<file path="config.mk">
export PLATFORM = sky130hd
export DESIGN_NAME = layer_out_serializer
export DESIGN_NICKNAME = d
export VERILOG_FILES = /design/src/rtl/nn_pkg.sv /design/src/rtl/layer_out_serializer.sv
export SDC_FILE = /design/constraint.sdc
export NUM_CORES = 1
export LEC_CHECK = 0
export ABC_AREA = 1
export ABC_CLOCK_PERIOD_IN_PS = 19880
export BUFFER_PORTS_ARGS = -buffer_cell sky130_fd_sc_hd__buf_4
export CAP_MARGIN = 20
export CORE_UTILIZATION = 45
export CTS_CLUSTER_SIZE = 8
export DETAILED_ROUTE_END_ITERATION = 8
export HOLD_SLACK_MARGIN = 0.06
export PLACE_DENSITY_LB_ADDON = 0.08
export SLEW_MARGIN = 40
export SYNTH_ARGS = -nofsm -noshare
export SYNTH_HDL_FRONTEND = slang
export SYNTH_SLANG_ARGS = --single-unit
</file>
<file path="constraint.sdc">
create_clock -name clk -period 19.88 [get_ports clk]
set_input_delay 1.988 -clock clk [delete_from_list [all_inputs] [get_ports clk]]
set_output_delay 1.988 -clock clk [all_outputs]
set_load 0.02 [all_outputs]
</file>
<file path="src/rtl/nn_pkg.sv">
// Shared definitions for the fully-connected layer glue logic.
package nn_pkg;

   typedef enum logic {
      IDLE  = 1'b0,
      SHIFT = 1'b1
   } state_e;

   // Counter must hold the value n, so it needs clog2(n+1) bits.
   function automatic int cnt_width(input int n);
      return $clog2(n + 1);
   endfunction

endpackage

</file>
<file path="src/rtl/layer_out_serializer.sv">
// Captures one layer's parallel neuron outputs and replays them one word per
// cycle as the next layer's myinput/myinputValid stream.
module layer_out_serializer
   import nn_pkg::*;
#(
   parameter int numNeuron = 30,
   parameter int dataWidth = 16
) (
   input  logic                           clk,
   input  logic                           rst,
   input  logic [numNeuron*dataWidth-1:0] neuron_out,
   input  logic [numNeuron-1:0]           neuron_valid,
   output logic [dataWidth-1:0]           out_data,
   output logic                           out_valid,
   output logic                           frame_done,
   output logic                           busy,
   output logic                           overrun,
   output logic                           misalign
);

   localparam int CW = cnt_width(numNeuron);
   localparam int FW = numNeuron * dataWidth;
   localparam logic [CW-1:0] LAST = CW'(numNeuron);

   state_e                 state_q, state_d;
   logic [CW-1:0]          count_q, count_d;
   logic [FW-1:0]          shreg_q, shreg_d;
   logic [dataWidth-1:0]   data_q, data_d;
   logic                   valid_q, valid_d;
   logic                   done_q, done_d;
   logic                   ovr_q, ovr_d;
   logic                   mis_q, mis_d;

   logic cap, at_last, load;

   assign cap     = neuron_valid[0];
   assign at_last = (state_q == SHIFT) && (count_q == LAST);
   // A new frame is accepted when idle or while the final word is on the bus.
   assign load    = cap && ((state_q == IDLE) || at_last);

   always_comb begin
      // NOTE: every _d gets a default first so no path leaves it unassigned (no latches).
      state_d = state_q;
      count_d = count_q;
      shreg_d = shreg_q;
      data_d  = data_q;
      valid_d = valid_q;
      ovr_d   = ovr_q;
      mis_d   = mis_q | (cap & ~(&neuron_valid));

      if (load) begin
         data_d  = neuron_out[dataWidth-1:0];
         shreg_d = neuron_out >> dataWidth;
         valid_d = 1'b1;
         count_d = CW'(1);
         state_d = SHIFT;
      end else if (state_q == SHIFT) begin
         ovr_d = ovr_q | cap;
         if (at_last) begin
            data_d  = '0;
            valid_d = 1'b0;
            count_d = '0;
            state_d = IDLE;
         end else begin
            data_d  = shreg_q[dataWidth-1:0];
            shreg_d = shreg_q >> dataWidth;
            count_d = count_q + CW'(1);
         end
      end

      // count equals numNeuron exactly while the last word is presented.
      done_d = (state_d == SHIFT) && (count_d == LAST);
   end

   // NOTE: sequential state uses non-blocking assignments only.
   always_ff @(posedge clk or posedge rst) begin
      if (rst) begin
         state_q <= IDLE;
         count_q <= '0;
         shreg_q <= '0;
         data_q  <= '0;
         valid_q <= 1'b0;
         done_q  <= 1'b0;
         ovr_q   <= 1'b0;
         mis_q   <= 1'b0;
      end else begin
         state_q <= state_d;
         count_q <= count_d;
         shreg_q <= shreg_d;
         data_q  <= data_d;
         valid_q <= valid_d;
         done_q  <= done_d;
         ovr_q   <= ovr_d;
         mis_q   <= mis_d;
      end
   end

   assign out_data   = data_q;
   assign out_valid  = valid_q;
   assign frame_done = done_q;
   assign busy       = (state_q == SHIFT);
   assign overrun    = ovr_q;
   assign misalign   = mis_q;

endmodule

</file>
Word level (Yosys, flattened, before mapping)
Index checks and enable logic that the tools add are counted.
{"block": "word_totals", "reg_bits": 506, "out_inout_bits": 21}
{"block": "op_classes", "bitwise": 6, "add_sub_neg": 1, "muxes": 15, "n_reduce_logical": 10, "eq_ne": 3}
{"op": "480-bit 2-to-1 mux", "count": 3}
{"op": "16-bit 2-to-1 mux", "count": 3}
{"op": "30-bit AND reduction", "count": 1}
{"op": "5-bit 2-to-1 mux", "count": 3}
{"op": "5-bit equality test, second input constant", "count": 2}
{"op": "1-bit 2-to-1 mux", "count": 6}
{"op": "2-bit AND reduction", "count": 3}
{"op": "5-bit by 1-bit adder with 5-bit output, second input constant", "count": 1}
{"op": "2-bit nonzero test", "count": 2}
{"op": "1-bit logical AND", "count": 3}
{"op": "1-bit inverter", "count": 3}
{"op": "2-bit by 1-bit inequality test with 1-bit output, second input constant", "count": 1}
{"op": "1-bit bitwise OR", "count": 2}
{"op": "1-bit AND", "count": 1}
{"op": "1-bit logical OR", "count": 1}

Longest topological paths before layout
Gate-level depths: netlist (run 1).
{"block": "logic_depth", "ltp_word": 7, "mapped_depth": 11, "depth_no_buf": 9}

Worst setup path after synthesis (run 1)
Ideal clock, no wire load.
{"block": "synth_timing", "path_type": "in2reg", "startpoint": "input neuron_valid[0]", "endpoint": "register shreg_q[211]", "arrival_ps": 2683, "setup_time_ps": 124, "required_ps": 19756, "cell_stages": 7, "setup_slack_ps": 17073, "cell_sequence": "inv_1 nor2_4 buf_4 buf_4 buf_4 nand2_1 nand3_1"}
{"block": "synth_between", "elab_chain_len": 3}
{"item": "start, declared", "line_no": "layer_out_serializer.sv:12", "text": "input logic [numNeuron-1:0] neuron_valid,"}
{"item": "1-bit logical AND *", "line_no": "layer_out_serializer.sv:39", "text": "assign load = cap && ((state_q == IDLE) || at_last);"}
{"item": "2-bit by 1-bit inequality test with 1-bit output (no line) or 2-bit nonzero test (tied branches)"}
{"item": "2-bit AND reduction (no line)"}
{"item": "end signal, assigned", "line_no": "layer_out_serializer.sv:89", "text": "shreg_q <= shreg_d;"}
{"item": "end, declared", "line_no": "layer_out_serializer.sv:27", "text": "logic [FW-1:0] shreg_q, shreg_d;"}
Mark *: on every way between the ends. The rest lies on a longest branch, timed or not.
A chain may end at the register's enable or synchronous reset.

Worst setup path in the final report (run 1)
{"block": "layout_timing", "startpoint": "input neuron_valid[0]", "endpoint": "register shreg_q[256]"}
The elaborated chain is that of the path after synthesis.

==> results of run 1 <==
-- final cells by class --
class                   count  share of cell area
inverters                  26             0.00401
clock inverters             4             0.00123
repair buffers            551               0.158
diodes                      9            0.000821
multi-input cells        1952               0.293
well taps                 607              0.0277
flip-flops and latches    490               0.447
clock buffers              76              0.0685
-- how the worst min path moves through the flow --
stage / to / slack (ns)
floorplan: shreg_q[101] / 0.45
global placement: misalign / 0.45
detailed placement: misalign / 0.46
CTS: misalign / 0.47
global route: misalign / 0.49
finish: misalign / 0.47
-- power groups by stage --
| stage | Clock, mW | Combinational (mW) | Sequential [mW] |
|---|---|---|---|
| after floorplan | 0 | 0.577 | 1.53 |
| after CTS | 1.10 | 0.869 | 1.55 |
| after global placement | 0 | 0.827 | 1.55 |
| after global routing | 1.14 | 0.967 | 1.59 |
| final | 1.08 | 0.850 | 1.55 |
| after detailed placement | 0 | 0.861 | 1.56 |
-- layer usage --
layer	part of all wire	track usage	wire length, um
met4	0.029	0.0924	1840
met2	0.48	0.428	30800
met1	0.40	0.333	25700
met5	0.0020	0	125
met3	0.087	0.0937	5570
-- synthesized netlist by cell type --
| cell type | count | area (um^2) |
|---|---|---|
| nand2_1 | 1409 | 5290 |
| dfrtp_1 | 490 | 12300 |
| nand3_1 | 435 | 2180 |
| buf_2 | 95 | 475 |
| nor2_1 | 44 | 165 |
| clkbuf_1 | 41 | 154 |
| inv_1 | 24 | 90.1 |
| o21ai_0 | 17 | 85.1 |
| a21oi_1 | 16 | 80.1 |
| o211ai_1 | 16 | 120 |
| buf_4 | 11 | 82.6 |
| buf_1 | 9 | 33.8 |
| nand4_1 | 3 | 18.8 |
| nor2_4 | 3 | 33.8 |
| ha_1 | 2 | 25.0 |
| inv_2 | 2 | 7.51 |
| nor3_1 | 2 | 10.0 |
| o21bai_1 | 2 | 15.0 |
| nor2_8 | 1 | 20.0 |
| o21ai_1 | 1 | 5.00 |
| xor2_1 | 1 | 8.76 |
-- metrics by stage --
stage                     hold slack (ns)  setup slack [ns]  power (mW)
final                               0.471             16.43        3.48
after global routing                0.485             16.23        3.70
after CTS                           0.471             16.49        3.52
after detailed placement            0.458             15.86        2.42
after global placement              0.453             15.18        2.38
after floorplan                     0.452              4.22        2.11
-- flip-flops by register name (all words and copies together), names as in the netlist --
| register | cells |
|---|---|
| shreg_q | 464 |
| out_data | 16 |
| count_q | 5 |
| busy | 1 |
| frame_done | 1 |
| misalign | 1 |
| out_valid | 1 |
| overrun | 1 |
-- cell families (layout without fill, tap and decap cells) --
family	Yosys count	in the layout	share of synthesized area
compound gates	52	52	0.0144
xor+xnor	1	1	0.000414
fa+ha+maj	2	2	0.00118
buf+inv	182	657	0.0399
flops	490	490	0.580
other cells	0	9	0
simple gates	1897	1897	0.365
-- worst min-delay path: stages, from the launching register on --
cell	delay [ns]
dfrtp_1	0.34
inv_1	0.04
nand2_1	0.05
==> flow_summary.toml, run 1 <==
[drt]
finalWirelength_mm = 64.1
via_per_inst = 5.12
wl_per_cell_um = 17.2
dr.first_iter.drc_count = 1692
drc = 0
ant_nets = 0
drt-pass1-iter-count = 7
routed-via-count = 19000

[pwr]
switchingPower_mw = 1.11
comb_power_share = 0.244
p_seq_frac = 0.446
pwr-share-clk = 0.310
netSwitchingFraction = 0.320
power.density_nw_per_um2 = 127
internal_power_mw = 2.37
ir_worst_vdd_mv = 0.0880
leakagePower_nw = 14.1

[logic_synthesis]
synth_cell_types = 21
syn_area_um2 = 21200
ys_seq_elements = 490
ys_seq_area_frac = 0.580
avgSynthCellArea_um2 = 8.06
syn-num-nets = 3138
yosys_warnings = 0
synth_cells = 2624

[setup_path]
path_class = "primary input to flop"
crit_arrival_ns = 3.97
crit_fanout = 125
reg2reg_to = "shreg_q[320]"
crit_buf_inv = 3
r2r_cells = 9
cpPeakStageDelay_ns = 0.56
endpoint = "shreg_q[256]"
crit_path_start = "neuron_valid[0]"
cp_top_family = "buffers and inverters"
crit-reg2reg-launch = "count_q[1]"
reg2reg_slack_ns = 16.84
cp.depth = 6
cp-start-kind = "primary input"
critPathSlowestCell = "nor2_4"
worst_setup_path_end_kind = "flop"
crit_chain = "buf_4, nor2_4, buf_12, buf_16, nand2_1, nand3_1"
required_ns = 20.40

[finish]
final_layout_size_suffix_gt1_frac = 0.206
fin_util = 0.591
seqCellArea_um2 = 12300
stdcell_count = 3715
nets = 3606
multi_input_area_um2 = 8050
postLayoutCellArea_um2 = 27400
final_common_cell = "nand2_1"
mostFrequentLayoutCells = "nand2_1 (1,409), buf_4 (533), dfrtp_1 (490)"
area_delta_synth_final_pct = 29.7
n_fill_cell = 4340

[global_route]
grtUsageTotal = 0.266
grt_max_degree = 140
first_global_vias = 18800
grt_pass1_wl_mm = 99.6
antenna_found_initial = 15
grt_remaining_overflow = 0

[worst_hold_path]
min-delay-start = "misalign"
hp-class = "flop to flop"
worstHoldPathCells = 2

[run_status]
outcome = "finished clean"

[die]
core_um2 = 46500
io-pin-count = 533
dieWidth_um = 219
die_h_um = 219
initial_utilization = 0.455
placementRows = 79
dieArea_um2 = 47900

[cts]
cts_hold_buf = 0
clock-sinks = 490
root_buffer = "clkbuf_16"
htreeDepth = 3
cts-buffers-inserted = 71
cts_tree = "built"
insertion_delay_ns = 0.59
postCtsSetupRepairBufs = 0
clkSlewWorstSetupHoldPaths_ns = 0.05
cts_buffer_depth = 3
cts_resized = 0

[timing]
max_freq_mhz = 290
tns_ns = 0
rsz0062_at_grt = "no"
tightest_slew_ns = 0.772
finalCriticalPeriod_ns = 3.45
hold_viol_final = 0
finalCritPeriodShare = 0.174
setup_viol = 0
maxSlewViolCount = 0
clock-skew-final_ns = 0.0152
slew_headroom = 0.485

[place]
dp_cells = 3626
hpwl_mm = 43.6
placement.io_buffers = 532
gp_congestion = 0.858
place_area_um2 = 25500

[run]
maxCapViolations = 0
(Power assumes the default switching activity.)
==> run 2: changes to the inputs <==
--- a/config.mk
+++ b/config.mk
@@ -5,8 +5,8 @@
 export SDC_FILE = /design/constraint.sdc
 export NUM_CORES = 1
 export LEC_CHECK = 0
-export ABC_AREA = 1
-export ABC_CLOCK_PERIOD_IN_PS = 19880
+export ABC_AREA = 0
+export ABC_CLOCK_PERIOD_IN_PS = 3550
 export BUFFER_PORTS_ARGS = -buffer_cell sky130_fd_sc_hd__buf_4
 export CAP_MARGIN = 20
 export CORE_UTILIZATION = 45
==> constraint.sdc (replaced) <==
create_clock -name clk -period 3.55 [get_ports clk]
set_input_delay 0.355 -clock clk [delete_from_list [all_inputs] [get_ports clk]]
set_output_delay 0.355 -clock clk [all_outputs]
set_load 0.02 [all_outputs]
==> run 2 against run 1 <==
Wire length rose by 21%. Hold slack got worse by 0.40 ns. Utilization rose by 6.3 points. Synthesized area rose by 8.1%. Synthesized cell count fell by 18%. Clock power rose to 5.6 times the previous value. Flip-flop and latch count did not move.
==> flow_summary.toml, run 2 <==
[run_status]
outcome = "finished clean"

[die]
placementRows = 82
io-pin-count = 533
initial_utilization = 0.456
dieArea_um2 = 51700
core_um2 = 50200
die_h_um = 227
dieWidth_um = 227

[logic_synthesis]
synth_cells = 2158
synth_edf_count = 0
ys_top_cells_by_count = "dfrtp_1 (490), mux2i_1 (465), o21ai_0 (452)"
yosys_warnings = 0
synth_area_leaders = "dfrtp_1 (54%), mux2i_1 (20%), o21ai_0 (9.9%), nand3_1 (9.9%), clkbuf_1 (2.6%)"
avgSynthCellArea_um2 = 10.6
ys_seq_elements = 490
syn-num-nets = 2672
yosys.area.top_type_share = 0.536
synth_cell_types = 30
ys_seq_area_frac = 0.536
synth-main-ff-cell = "dfrtp_1"
yosysMostFrequentCell = "dfrtp_1"
syn_area_um2 = 22900
yosys.area.top_type = "dfrtp_1"
async_flop_share = 1.00

[pwr]
ir_worst_vdd_mv = 0.407
leakagePower_nw = 15.9
power.density_nw_per_um2 = 587

[cts]
cts_tree = "built"
postCtsSetupRepairBufs = 0
cts-buffers-inserted = 71
cts_buffer_depth = 3
root_buffer = "clkbuf_16"
cts_hold_buf = 346
htreeDepth = 3
cts_resized = 0
clock-sinks = 490
insertion_delay_ns = 0.59
clkSlewWorstSetupHoldPaths_ns = 0.05

[setup_path]
reg2reg_slack_ns = 1.12
cp_top_family = "simple AND/OR/NAND/NOR gates"
crit-reg2reg-launch = "count_q[0]"
crit_chain = "inv_1, ha_1, nand4_4, and2_4, buf_12, o21ai_0"
cp-start-kind = "flop"
crit_arrival_ns = 2.85
crit_buf_inv = 2
worst_setup_path_end_kind = "flop"
r2r_cells = 6
critPathSlowestCell = "buf_12"
crit_fanout = 163
required_ns = 3.97
path_class = "flop to flop"
cpPeakStageDelay_ns = 0.46
reg2reg_to = "shreg_q[413]"

[timing]
finalCriticalPeriod_ns = 2.43
setup_viol = 0
max_freq_mhz = 411
tns_ns = 0
rsz0062_at_grt = "no"
hold_viol_final = 0
whs_ns = 0.0743
tightest_slew_ns = 0.838
finalCritPeriodShare = 0.686
maxSlewViolCount = 0
slew_headroom = 0.441
clock-skew-final_ns = 0.0123

[finish]
n_fill_cell = 3932
nets = 3446
top_register = "shreg_q"
seqCellArea_um2 = 12300
multi_input_area_um2 = 9760
fin_util = 0.653
largest_reg_flops = 464
area_delta_synth_final_pct = 43.4
final_layout_size_suffix_gt1_frac = 0.220
postLayoutCellArea_um2 = 32800
mostFrequentLayoutCells = "buf_4 (545), dfrtp_1 (489), mux2i_1 (465)"
final_common_cell = "buf_4"

[drt]
routed-via-count = 20400
drt-pass1-iter-count = 5
dr.first_iter.drc_count = 1784
drc = 0
wl_per_cell_um = 21.4
finalWirelength_mm = 77.7
ant_nets = 0
via_per_inst = 5.61

[global_route]
grtUsageTotal = 0.294
grt_max_degree = 202
antenna_found_initial = 26
grt_pass1_wl_mm = 118
grt_remaining_overflow = 0
first_global_vias = 21000

[worst_hold_path]
hold_end = "shreg_q[9]"
min-delay-start = "neuron_out[25]"
worstHoldPathCells = 3
hp-class = "primary input to flop"

[place]
place_area_um2 = 27300
hpwl_mm = 49.3
placement.io_buffers = 532
gp_congestion = 0.843

[run]
maxCapViolations = 0
run 2: changes by cell type in the layout (fill, tap and decap cells not counted), sizes merged, moves of 22 or more:
cell	previous run	this run
nand2	1409	5
o21ai	18	452
dlygate4sd3	0	346
inv	29	7
mux2i	0	465
nor2	48	20
run 2: worst reg2reg max path, cell delays in order, from the launching register on:
cell and delay [ns]:
dfrtp_1 0.39, inv_1 0.09, ha_1 0.26, nand4_4 0.18, and2_4 0.45, buf_12 0.46
o21ai_0 0.44
run 2: cell families after synthesis:
family	Yosys count	share of synthesized area
DFF	490	0.536
buffers and inverters	215	0.0379
and+or+nand+nor	506	0.112
AOI/OAI and AO/OA	480	0.110
adders and majority gates	2	0.00109
muxes	465	0.204
run 2: worst max-delay path by stage:
stage,start,end,cells after the start
finish,count_q[0],shreg_q[413],6
global route,count_q[0],shreg_q[413],6
CTS,count_q[0],shreg_q[419],6
detailed placement,count_q[0],shreg_q[419],6
global placement,count_q[0],shreg_q[32],6
floorplan,rst,busy,1
run 2: layer usage:
layer / vias up / wire length (um) / track usage / share of wire
met1: 10100 / 31600 / 0.367 / 0.41
li1: 9406 / - / - / -
met5: - / 73 / 0 / 0.00094
met4: 12 / 2780 / 0.113 / 0.036
met3: 178 / 4430 / 0.0679 / 0.057
met2: 629 / 38800 / 0.493 / 0.50
run 2: where the power goes:
| part | internal (mW) | total, mW | switching (mW) |
|---|---|---|---|
| clock | 3.66 | 6.05 | 2.40 |
| combinational | 2.18 | 4.54 | 2.36 |
| sequential | 7.38 | 8.65 | 1.27 |
| total | 13.2 | 19.2 | 6.03 |
run 2: final cells by class:
class                      count  share of cell area
clock inverter                 4             0.00126
timing repair buffer         910               0.242
multi-input combinational   1453               0.298
clock buffer                  76              0.0567
tap                          672              0.0256
sequential                   490               0.374
antenna                       20             0.00153
inverter                       6            0.000801
run 2: per-stage QoR:
stage	setup WS, ns	total power [mW]	instances
2_1_floorplan	-3.45	11.0	2158
3_3_place_gp	1.30	12.7	3182
3_5_place_dp	1.22	12.9	3183
4_1_cts	1.20	19.3	3609
5_1_grt	0.972	20.3	3630
6_report	1.12	19.2	3631
==> run 3: changes to the inputs <==
--- a/config.mk
+++ b/config.mk
@@ -6,7 +6,7 @@
 export NUM_CORES = 1
 export LEC_CHECK = 0
 export ABC_AREA = 0
-export ABC_CLOCK_PERIOD_IN_PS = 3550
+export ABC_CLOCK_PERIOD_IN_PS = 2300
 export BUFFER_PORTS_ARGS = -buffer_cell sky130_fd_sc_hd__buf_4
 export CAP_MARGIN = 20
 export CORE_UTILIZATION = 45
==> constraint.sdc (replaced) <==
create_clock -name clk -period 2.3 [get_ports clk]
set_input_delay 0.23 -clock clk [delete_from_list [all_inputs] [get_ports clk]]
set_output_delay 0.23 -clock clk [all_outputs]
set_load 0.02 [all_outputs]
==> run 3 against run 2 <==
Fmax is 13% higher. First-iteration DRC count is 1.5% lower. Utilization grew 3.7 points. Setup slack lost 0.97 ns. Critical path depth did not move. Critical endpoint is now shreg_q[268].
==> flow_summary.toml, run 3 (synthesis results as in run 2) <==
[run_status]
outcome = "finished clean"

[setup_path]
crit_arrival_ns = 2.57
crit_buf_inv = 2
cpPeakStageDelay_ns = 0.42
path_class = "flop to flop"
crit_fanout = 71
critPathSlowestCell = "buf_6"
worst_setup_path_end_kind = "flop"
cp_top_family = "buffers and inverters"
required_ns = 2.72
crit_chain = "inv_1, ha_1, nand4_4, and2_4, buf_6, o21ai_0"
cp-start-kind = "flop"

[place]
place_area_um2 = 27700
hpwl_mm = 51.6
placement.io_buffers = 532
gp_congestion = 0.852

[finish]
top_register = "shreg_q"
largest_reg_flops = 464
mostFrequentLayoutCells = "buf_4 (556), dlygate4sd3_1 (491), dfrtp_1 (489)"
final_common_cell = "buf_4"
n_fill_cell = 3701
area_delta_synth_final_pct = 51.4
final_layout_size_suffix_gt1_frac = 0.217
postLayoutCellArea_um2 = 34600
nets = 3617

[worst_hold_path]
hp-class = "primary input to asynchronous set/reset pin"

[timing]
finalCritPeriodShare = 0.936
clock-skew-final_ns = 0.0177
slew_headroom = 0.463
max_freq_mhz = 465
hold_viol_final = 0
setup_viol = 0
maxSlewViolCount = 0
finalCriticalPeriod_ns = 2.15
rsz0062_at_grt = "no"
tightest_slew_ns = 0.804

[pwr]
internal_power_mw = 20.8
leakagePower_nw = 16.7
switchingPower_mw = 9.52
p_total_mw = 30.3
power.density_nw_per_um2 = 877
ir_worst_vdd_mv = 0.612
p_seq_frac = 0.439
comb_power_share = 0.248
netSwitchingFraction = 0.314
pwr-share-clk = 0.314

[die]
core_um2 = 50200
die_h_um = 227
initial_utilization = 0.456
io-pin-count = 533
placementRows = 82
dieArea_um2 = 51700
dieWidth_um = 227

[drt]
ant_nets = 0
dr.first_iter.drc_count = 1758
routed-via-count = 21500
drt-pass1-iter-count = 7
via_per_inst = 5.65
wl_per_cell_um = 21.6
drc = 0
finalWirelength_mm = 82.0

[global_route]
grt_remaining_overflow = 0
grt_pass1_wl_mm = 125
first_global_vias = 22400
grtUsageTotal = 0.312
grt_max_degree = 174
antenna_found_initial = 15

[cts]
root_buffer = "clkbuf_16"
clock-sinks = 490
cts-buffers-inserted = 71
cts_buffer_depth = 3
cts_tree = "built"
insertion_delay_ns = 0.59
htreeDepth = 3
postCtsSetupRepairBufs = 0
clkSlewWorstSetupHoldPaths_ns = 0.05

[run]
maxCapViolations = 0
## run 3: tightest hold or removal path, stage by stage
cell	delay, ns
dlygate4sd3_1	0.55
buf_4	0.15
clkinvlp_4	0.29
## run 3: layout make-up
cell class              instances  area [um^2]  area share
flip-flops and latches        490        12300       0.354
multi-input cells            1453         9760       0.282
repair buffers               1081         9760       0.282
clock buffers                  76         1870      0.0540
well taps                     672          841      0.0243
clock inverters                 4         63.8     0.00184
diodes                         16         40.0     0.00116
inverters                       6         26.3    0.000759
## run 3: repair_timing
| item | CTS | global route |
|---|---|---|
| gates resized for setup | 0 | 1 |
| setup endpoints to repair | 0 | 51 |
| hold buffers | 491 | 0 |
| endpoints found under the hold margin | 534 | 0 |
## run 3: path summary, 6_finish.rpt
path | from | endpoint | slack, ns | cells after the start
worst min-delay path | rst | shreg_q[149] | 0.23 | 3
worst min register to register | overrun | overrun | 0.46 | 1
max in group asynchronous | rst | shreg_q[426] | 1.17 | 5
worst max register to register | count_q[0] | shreg_q[268] | 0.15 | 6
min in group clk | neuron_out[4] | out_data[4] | 0.43 | 3
worst max-delay path | count_q[0] | shreg_q[268] | 0.15 | 6
## run 3: per-layer routing
metal  share of wire  track usage  up-vias
met2            0.49        0.520      783
met1            0.40        0.393    10700
li1                -            -     9739
met5         0.00048            0        -
met3           0.058       0.0609      232
met4           0.043        0.136        6
## run 3: metrics by stage
stage                     cells  worst slack, ns   util  setup TNS [ns]  hold WS [ns]
final                      3798            0.148  0.690               0         0.231
after global routing       3793           0.0427  0.690               0         0.220
after CTS                  3782           0.0646  0.689               0         0.197
after detailed placement   3211            0.115  0.552               0         0.255
after global placement     3211            0.205  0.552               0         0.256
after floorplan            2158            -4.57      -        -2241.56         0.375
## run 3: power groups by stage
stage,Sequential [mW],Clock [mW],Combinational (mW)
floorplan,12.7,0,4.27
global placement,13.3,0,6.51
detailed placement,13.4,0,6.72
CTS,13.3,9.63,7.47
global route,13.6,10.0,8.36
finish,13.3,9.51,7.51
